File: src/rtl/register_file_param.sv
// register_file_param: byte-enabled write port, two combinational read ports, optional
// hardwired-zero R0, optional write-to-read bypass and a per-register pending scoreboard.
module register_file_param #(
    parameter int WIDTH     = 32,
    parameter int DEPTH     = 16,
    parameter int AW        = 4,
    parameter int ZERO_REG0 = 1,
    parameter int BYPASS    = 1
) (
    input  logic                 clk,
    input  logic                 clr,
    input  logic                 wr_en,
    input  logic [AW-1:0]        wr_addr,
    input  logic [WIDTH/8-1:0]   wr_be,
    input  logic [WIDTH-1:0]     wr_data,
    input  logic [AW-1:0]        rd_addr_a,
    output logic [WIDTH-1:0]     rd_data_a,
    input  logic [AW-1:0]        rd_addr_b,
    output logic [WIDTH-1:0]     rd_data_b,
    input  logic                 lock_set,
    input  logic [AW-1:0]        lock_addr,
    output logic                 busy_a,
    output logic                 busy_b
);
    localparam int NB = WIDTH / 8;
    localparam int NA = 1 << AW;

    logic [NA-1:0]    addr_ok;
    logic [WIDTH-1:0] regs_q [DEPTH];
    logic [WIDTH-1:0] regs_d [DEPTH];
    logic [DEPTH-1:0] pend_q;
    logic [DEPTH-1:0] pend_d;
    logic [DEPTH-1:0] wr_sel;
    logic [DEPTH-1:0] lock_sel;

    function automatic logic [WIDTH-1:0] merge(input logic [WIDTH-1:0] old_v,
                                               input logic [NB-1:0]    be,
                                               input logic [WIDTH-1:0] new_v);
        logic [WIDTH-1:0] res;
        res = old_v;
        for (int unsigned b = 0; b < NB; b++) begin
            if (be[b]) res[8*b +: 8] = new_v[8*b +: 8];
        end
        return res;
    endfunction

    // Addresses that map to a real, writable register (out-of-range and zero R0 excluded)
    always_comb begin
        for (int unsigned i = 0; i < NA; i++) begin
            addr_ok[i] = (i < DEPTH) && !((ZERO_REG0 != 0) && (i == 0));
        end
    end

    always_comb begin
        for (int unsigned r = 0; r < DEPTH; r++) begin
            wr_sel[r]   = wr_en && addr_ok[wr_addr] && (wr_addr == AW'(r));
            lock_sel[r] = lock_set && addr_ok[lock_addr] && (lock_addr == AW'(r));
            regs_d[r]   = wr_sel[r] ? merge(regs_q[r], wr_be, wr_data) : regs_q[r];
            // Set after clear so a same-cycle lock on the written register wins
            pend_d[r]   = lock_sel[r] | (pend_q[r] & ~wr_sel[r]);
        end
    end

    always_ff @(posedge clk or posedge clr) begin
        if (clr) begin
            for (int unsigned r = 0; r < DEPTH; r++) regs_q[r] <= '0;
            pend_q <= '0;
        end else begin
            for (int unsigned r = 0; r < DEPTH; r++) regs_q[r] <= regs_d[r];
            pend_q <= pend_d;
        end
    end

    for (genvar p = 0; p < 2; p++) begin : g_rd
        logic [AW-1:0]    addr;
        logic [WIDTH-1:0] data;
        logic             bsy;

        assign addr = (p == 0) ? rd_addr_a : rd_addr_b;

        always_comb begin
            data = '0;
            bsy  = 1'b0;
            for (int unsigned r = 0; r < DEPTH; r++) begin
                if (addr == AW'(r)) begin
                    data = regs_q[r];
                    bsy  = pend_q[r];
                end
            end
            if (!addr_ok[addr]) begin
                data = '0;
                bsy  = 1'b0;
            end else if ((BYPASS != 0) && wr_en && (wr_addr == addr)) begin
                data = merge(data, wr_be, wr_data);
                bsy  = lock_set && (lock_addr == addr);
            end
            if (clr) begin
                data = '0;
                bsy  = 1'b0;
            end
        end
    end

    assign rd_data_a = g_rd[0].data;
    assign rd_data_b = g_rd[1].data;
    assign busy_a    = g_rd[0].bsy;
    assign busy_b    = g_rd[1].bsy;

endmodule
File: config.mk
export PLATFORM = sky130hd
export DESIGN_NAME = register_file_param
export DESIGN_NICKNAME = d
export VERILOG_FILES = /design/src/rtl/register_file_param.sv
export SDC_FILE = /design/constraint.sdc
export NUM_CORES = 2
export LEC_CHECK = 0
export CAP_MARGIN = 15
export CORE_MARGIN = 3
export CORE_UTILIZATION = 51
export DETAILED_ROUTE_END_ITERATION = 10
export PLACE_DENSITY = 0.68
export SLEW_MARGIN = 15
export SYNTH_ARGS = -nofsm -noshare
export SYNTH_HDL_FRONTEND = slang
export SYNTH_SLANG_ARGS = --single-unit
export TNS_END_PERCENT = 20
File: constraint.sdc
create_clock -name clk -period 23.9 [get_ports clk]
set_input_delay 4.78 -clock clk [delete_from_list [all_inputs] [get_ports clk]]
set_output_delay 4.78 -clock clk [all_outputs]
set_load 0.02 [all_outputs]
# Yosys cells after proc, flatten, opt, wreduce, memory -nomap -nowiden
# Memory sizes are Yosys's and may differ from the RTL's.
# Index checks and enable logic that the tools add are counted.
# op_classes
n_eq_ne	64
reduce_logical	106
mux	88
n_bitwise	48
order_cmp	4
# op_table
op	count
32-bit 2-to-1 mux	38
4-bit equality test (second input constant)	32
2-bit AND reduction	64
4-bit by 3-bit equality test with 1-bit output (second input constant)	16
8-bit 2-to-1 mux	8
1-bit 2-to-1 mux	42
1-bit logical AND	38
4-bit by 2-bit equality test with 1-bit output (second input constant)	8
4-bit by 5-bit < comparator with 1-bit output (second input constant)	4
1-bit bitwise AND	16
4-bit by 1-bit equality test with 1-bit output (second input constant)	4
4-bit equality test	4
4-bit logical NOT	4
1-bit inverter	16
1-bit bitwise OR	16
# totals
n_memories	4
register_bits	528
inputBits	56
out_inout_bits	66
romBits	64
# mem_list
name	depth	width	read_ports	rd_ports_with_merged_regs	wr	line_no	text
(name not given)	16	1	1	0	0	90	if (!addr_ok[addr]) begin
(name not given)	16	1	1	0	0	90	
(name not given)	16	1	1	0	0	57	lock_sel[r] = lock_set && addr_ok[lock_addr] && (lock_addr == AW'(r));
(name not given)	16	1	1	0	0	56	wr_sel[r] = wr_en && addr_ok[wr_addr] && (wr_addr == AW'(r));

# Longest topological paths before layout
# depth
depth_word	21
depth_mapped	10
mapped_depth_nobuf	6

# Least setup slack after synthesis
# No wires, ideal clock.
# synth_timing
path_kind	input -> output
startpoint	input port clr
endpoint	output port rd_data_b[6]
arrival_ns	18.274
slack_ns	0.846
path_buffers	0
path_stages	3
required_ns	19.120
path_cell_list	inv_1 > nand2_1 > o41ai_1
# synth_via
elab_chain_cells	1
# synth_lines
element	line_no	text
start: declaration	11	input logic clr,
32-bit 2-to-1 mux	97	if (clr) begin
end: declaration	19	output logic [WIDTH-1:0] rd_data_b,
# No other way between the ends.

# Worst setup path in the final report
# layout_timing
startpoint	input port rd_addr_b[1]
endpoint	output port rd_data_b[6]
# layout_via
elab_chain_cells	21
# layout_lines
element	line_no	text
start: declaration	18	input logic [AW-1:0] rd_addr_b,
4-bit logical NOT	85	if (addr == AW'(r)) begin
32-bit 2-to-1 mux (16 in a row)	85	
8-bit 2-to-1 mux	42	if (be[b]) res[8*b +: 8] = new_v[8*b +: 8];
32-bit 2-to-1 mux	93	end else if ((BYPASS != 0) && wr_en && (wr_addr == addr)) begin
32-bit 2-to-1 mux (*)	90	
32-bit 2-to-1 mux (*)	97	
# Mark *: on every way between the ends. The rest lies on a longest branch, timed or not. The select of a mux whose other input is x is not followed.

==> impl_metrics.env <==
export IMPL_status="finished, final reports clean"
export IMPL_post_route_util_pct=57.4
export IMPL_finalSetupTns_ns=0
export IMPL_critical_path_depth=9
export IMPL_stdcell_area_mm2=0.0340
export IMPL_grt_usage_pct=43.4
export IMPL_gp_congestion=1.00
export IMPL_async_flop_share_pct=100
export IMPL_cts_sinks=528
export IMPL_dp_hpwl_um=87800
export IMPL_core_area_mm2=0.0592
export IMPL_cts_tree="done"
export IMPL_tightest_slew_ns=1.38
export IMPL_hold_viol_final=0
export IMPL_dp_cells=3592
export IMPL_leakagePower_nw=14.3
export IMPL_critPathMaxStageDelay_ns=1.14
export IMPL_hold_path_class="flip-flop to flip-flop"
export IMPL_r2r_cells=1
export IMPL_peakVddDrop_mv=0.0676
export IMPL_crit_start="rd_addr_b[1]"
export IMPL_drtAntennaViolNets=0
export IMPL_port_buffers=121
export IMPL_die_width_um=251
export IMPL_grt_pass1_vias=27400
export IMPL_synthTopCellsByCount="528 x dfrtp_1, 510 x mux2_2, 222 x nand2_1"
export IMPL_start_util_pct=51.8
export IMPL_cp_max_fo=63
export IMPL_overflow=0
export IMPL_grt_max_degree=168
export IMPL_wire_per_inst_um=37.9
export IMPL_via_per_inst=7.61
export IMPL_synth_seq_cells=528
export IMPL_path_buf_inv=4
export IMPL_arrival_ns=9.51
export IMPL_num_rows=89
export IMPL_wirelength_um=140000
export IMPL_synth_edff_count=0
export IMPL_post_cts_buffers=0
export IMPL_yosys_warnings=0
export IMPL_ys_top_cells_by_area="dfrtp_1 43%, mux2_2 19%, a21oi_1 3.4%"
export IMPL_setup_worst_path_end="rd_data_b[6]"
export IMPL_synth_cells=2903
export IMPL_cp_start_kind="input pin"
export IMPL_r2r_end="regs_q[66]"
export IMPL_finalClockSkew_ns=0
export IMPL_cts_buffer_depth=3
export IMPL_synth_most_common_cell="dfrtp_1"
export IMPL_antenna_found_initial=10
export IMPL_crit_slowest_cell="nor2b_2"
export IMPL_clkTransAtPathRegs_ns=0.06
export IMPL_syn_area_per_cell_um2=10.6
export IMPL_seq_area_frac_synth_pct=43.0
export IMPL_vias=28200
export IMPL_hold_buffers=0
export IMPL_cts_resized=0
export IMPL_synth_top_area_share_pct=43.0
export IMPL_synth_nets=2959
export IMPL_slew_violations=0
export IMPL_crit_family="buffers and inverters"
export IMPL_first_pass_iters=10
export IMPL_min_period_ns=14.29
export IMPL_maxCapViolCount=0
export IMPL_final_net_count=2934
export IMPL_fp_dieArea_mm2=0.0632
export IMPL_synth_top_area_cell="dfrtp_1"
export IMPL_die_y_um=251
export IMPL_clock_fmax_mhz=70.0
export IMPL_finalSetupViolCount=0
export IMPL_io_pins=122
export IMPL_p_per_area_mw_per_mm2=78.7
export IMPL_rsz0062_at_grt="no"
export IMPL_synth_distinct_cells=87
export IMPL_drc=0
export IMPL_syn_area_mm2=0.0307
export IMPL_r2r_slack_ns=22.99
export IMPL_end_kind="primary output"
export IMPL_path_cells="buf_6 > buf_4 > nor2b_2 > buf_4 > a221oi_1 > o22ai_1 > a211oi_1 > o41ai_1 > clkdlybuf4s50_1"
export IMPL_yosys_most_used_dff="dfrtp_1"
export IMPL_final_cells=3703
export IMPL_cts_max_level=2
export IMPL_r2r_start="regs_q[66]"
export IMPL_area_delta_synth_final_pct=10.8
export IMPL_worstSetupPathType="input pin to primary output"
export IMPL_grt_pass1_wl_um=199000
export IMPL_clk_latency_ns=0.64
export IMPL_relSlewSlack_pct=7.77
export IMPL_required_ns=19.12
export IMPL_fin_crit_sh_pct=59.8
export IMPL_drt_initial_drc_count=4862
export IMPL_drive_gt1_share_pct=26.2
export IMPL_root_buffer="clkbuf_16"
export IMPL_placed_area_mm2=0.0322
export IMPL_cpMostUsedCell="buf_4"
export IMPL_cts_inserted_buffers=57
==> logic make-up after synthesis <==
kind of cell    synth area share [%]
mux                             24.1
xor+xnor                       0.456
buf+inv                         4.82
simple gates                    8.66
compound gates                  19.0
flops                           43.0
==> state kept, by name, indices dropped and copies added, names as in the netlist <==
name / count
regs_q: 512
pend_q: 16
==> cell type report <==
class | instances | area, um^2
well taps | 773 | 967
clock inverters | 22 | 216
repair buffers | 191 | 1760
multi-input cells | 2078 | 16100
diodes | 8 | 20.0
fillers | 5100 | 25200
flip-flops and latches | 528 | 13200
clock buffers | 81 | 1610
inverters | 22 | 90.1
==> metrics by stage <==
| stage | setup slack, ns | total power (W) | hold WS, ns |
|---|---|---|---|
| floorplan | 0.846 | 0.00155 | 0.441 |
| global placement | 9.80 | 0.00175 | 0.376 |
| detailed placement | 9.83 | 0.00177 | 0.384 |
| CTS | 9.82 | 0.00265 | 0.396 |
| global route | 9.64 | 0.00276 | 0.404 |
| finish | 9.61 | 0.00268 | 0.393 |
==> report_power, final <==
part	switching (W)	leakage [nW]	total, W	internal, W
sequential	0.000155	6.77	0.00121	0.00106
clock	0.000385	0.907	0.000894	0.000509
combinational	0.000309	6.60	0.000570	0.000261
total	0.000849	14.3	0.00268	0.00183
==> worst min path at each step <==
stage | startpoint | to | cells after the start
after floorplan | pend_q[0] | pend_q[0] | 1
after global placement | regs_q[485] | regs_q[485] | 0
after detailed placement | pend_q[0] | pend_q[0] | 0
after CTS | pend_q[0] | pend_q[0] | 0
after global routing | pend_q[0] | pend_q[0] | 0
final | regs_q[498] | regs_q[498] | 0
==> per-layer routing <==
| metal | part of all wire, % | track usage [%] | wire length [um] |
|---|---|---|---|
| met1 | 36 | 56.1 | 50900 |
| met3 | 15 | 16.4 | 21000 |
| met5 | 0.041 | 0 | 57 |
| met4 | 8.8 | 31.3 | 12300 |
| met2 | 40 | 59.7 | 56000 |
==> cells in the final DEF (no fill, tap or decap), types with 11 or more instances in the layout <==
cell / count
mux4_2: 34
nand2_2: 11
a31oi_1: 22
clkbuf_1: 17
o21ai_0: 158
o22a_1: 12
and2_1: 14
buf_4: 72
o21a_1: 17
mux2i_1: 87
a221oi_1: 45
clkdlybuf4s50_1: 113
a32o_1: 19
nand2_1: 222
o22ai_1: 55
a22oi_1: 86
and3_1: 13
clkbuf_16: 59
clkinv_2: 16
nand3_1: 39
a21oi_1: 204
nand2b_1: 26
a22o_1: 18
dfrtp_1: 528
o211ai_1: 23
a2111oi_0: 18
xor2_1: 12
a221o_1: 12
nor3_1: 30
inv_1: 16
nor2_1: 134
nor2b_1: 15
o2bb2ai_1: 22
a32oi_1: 16
o221ai_1: 32
mux2_2: 510
a211oi_1: 22
Power figures use the tool's default switching activity.
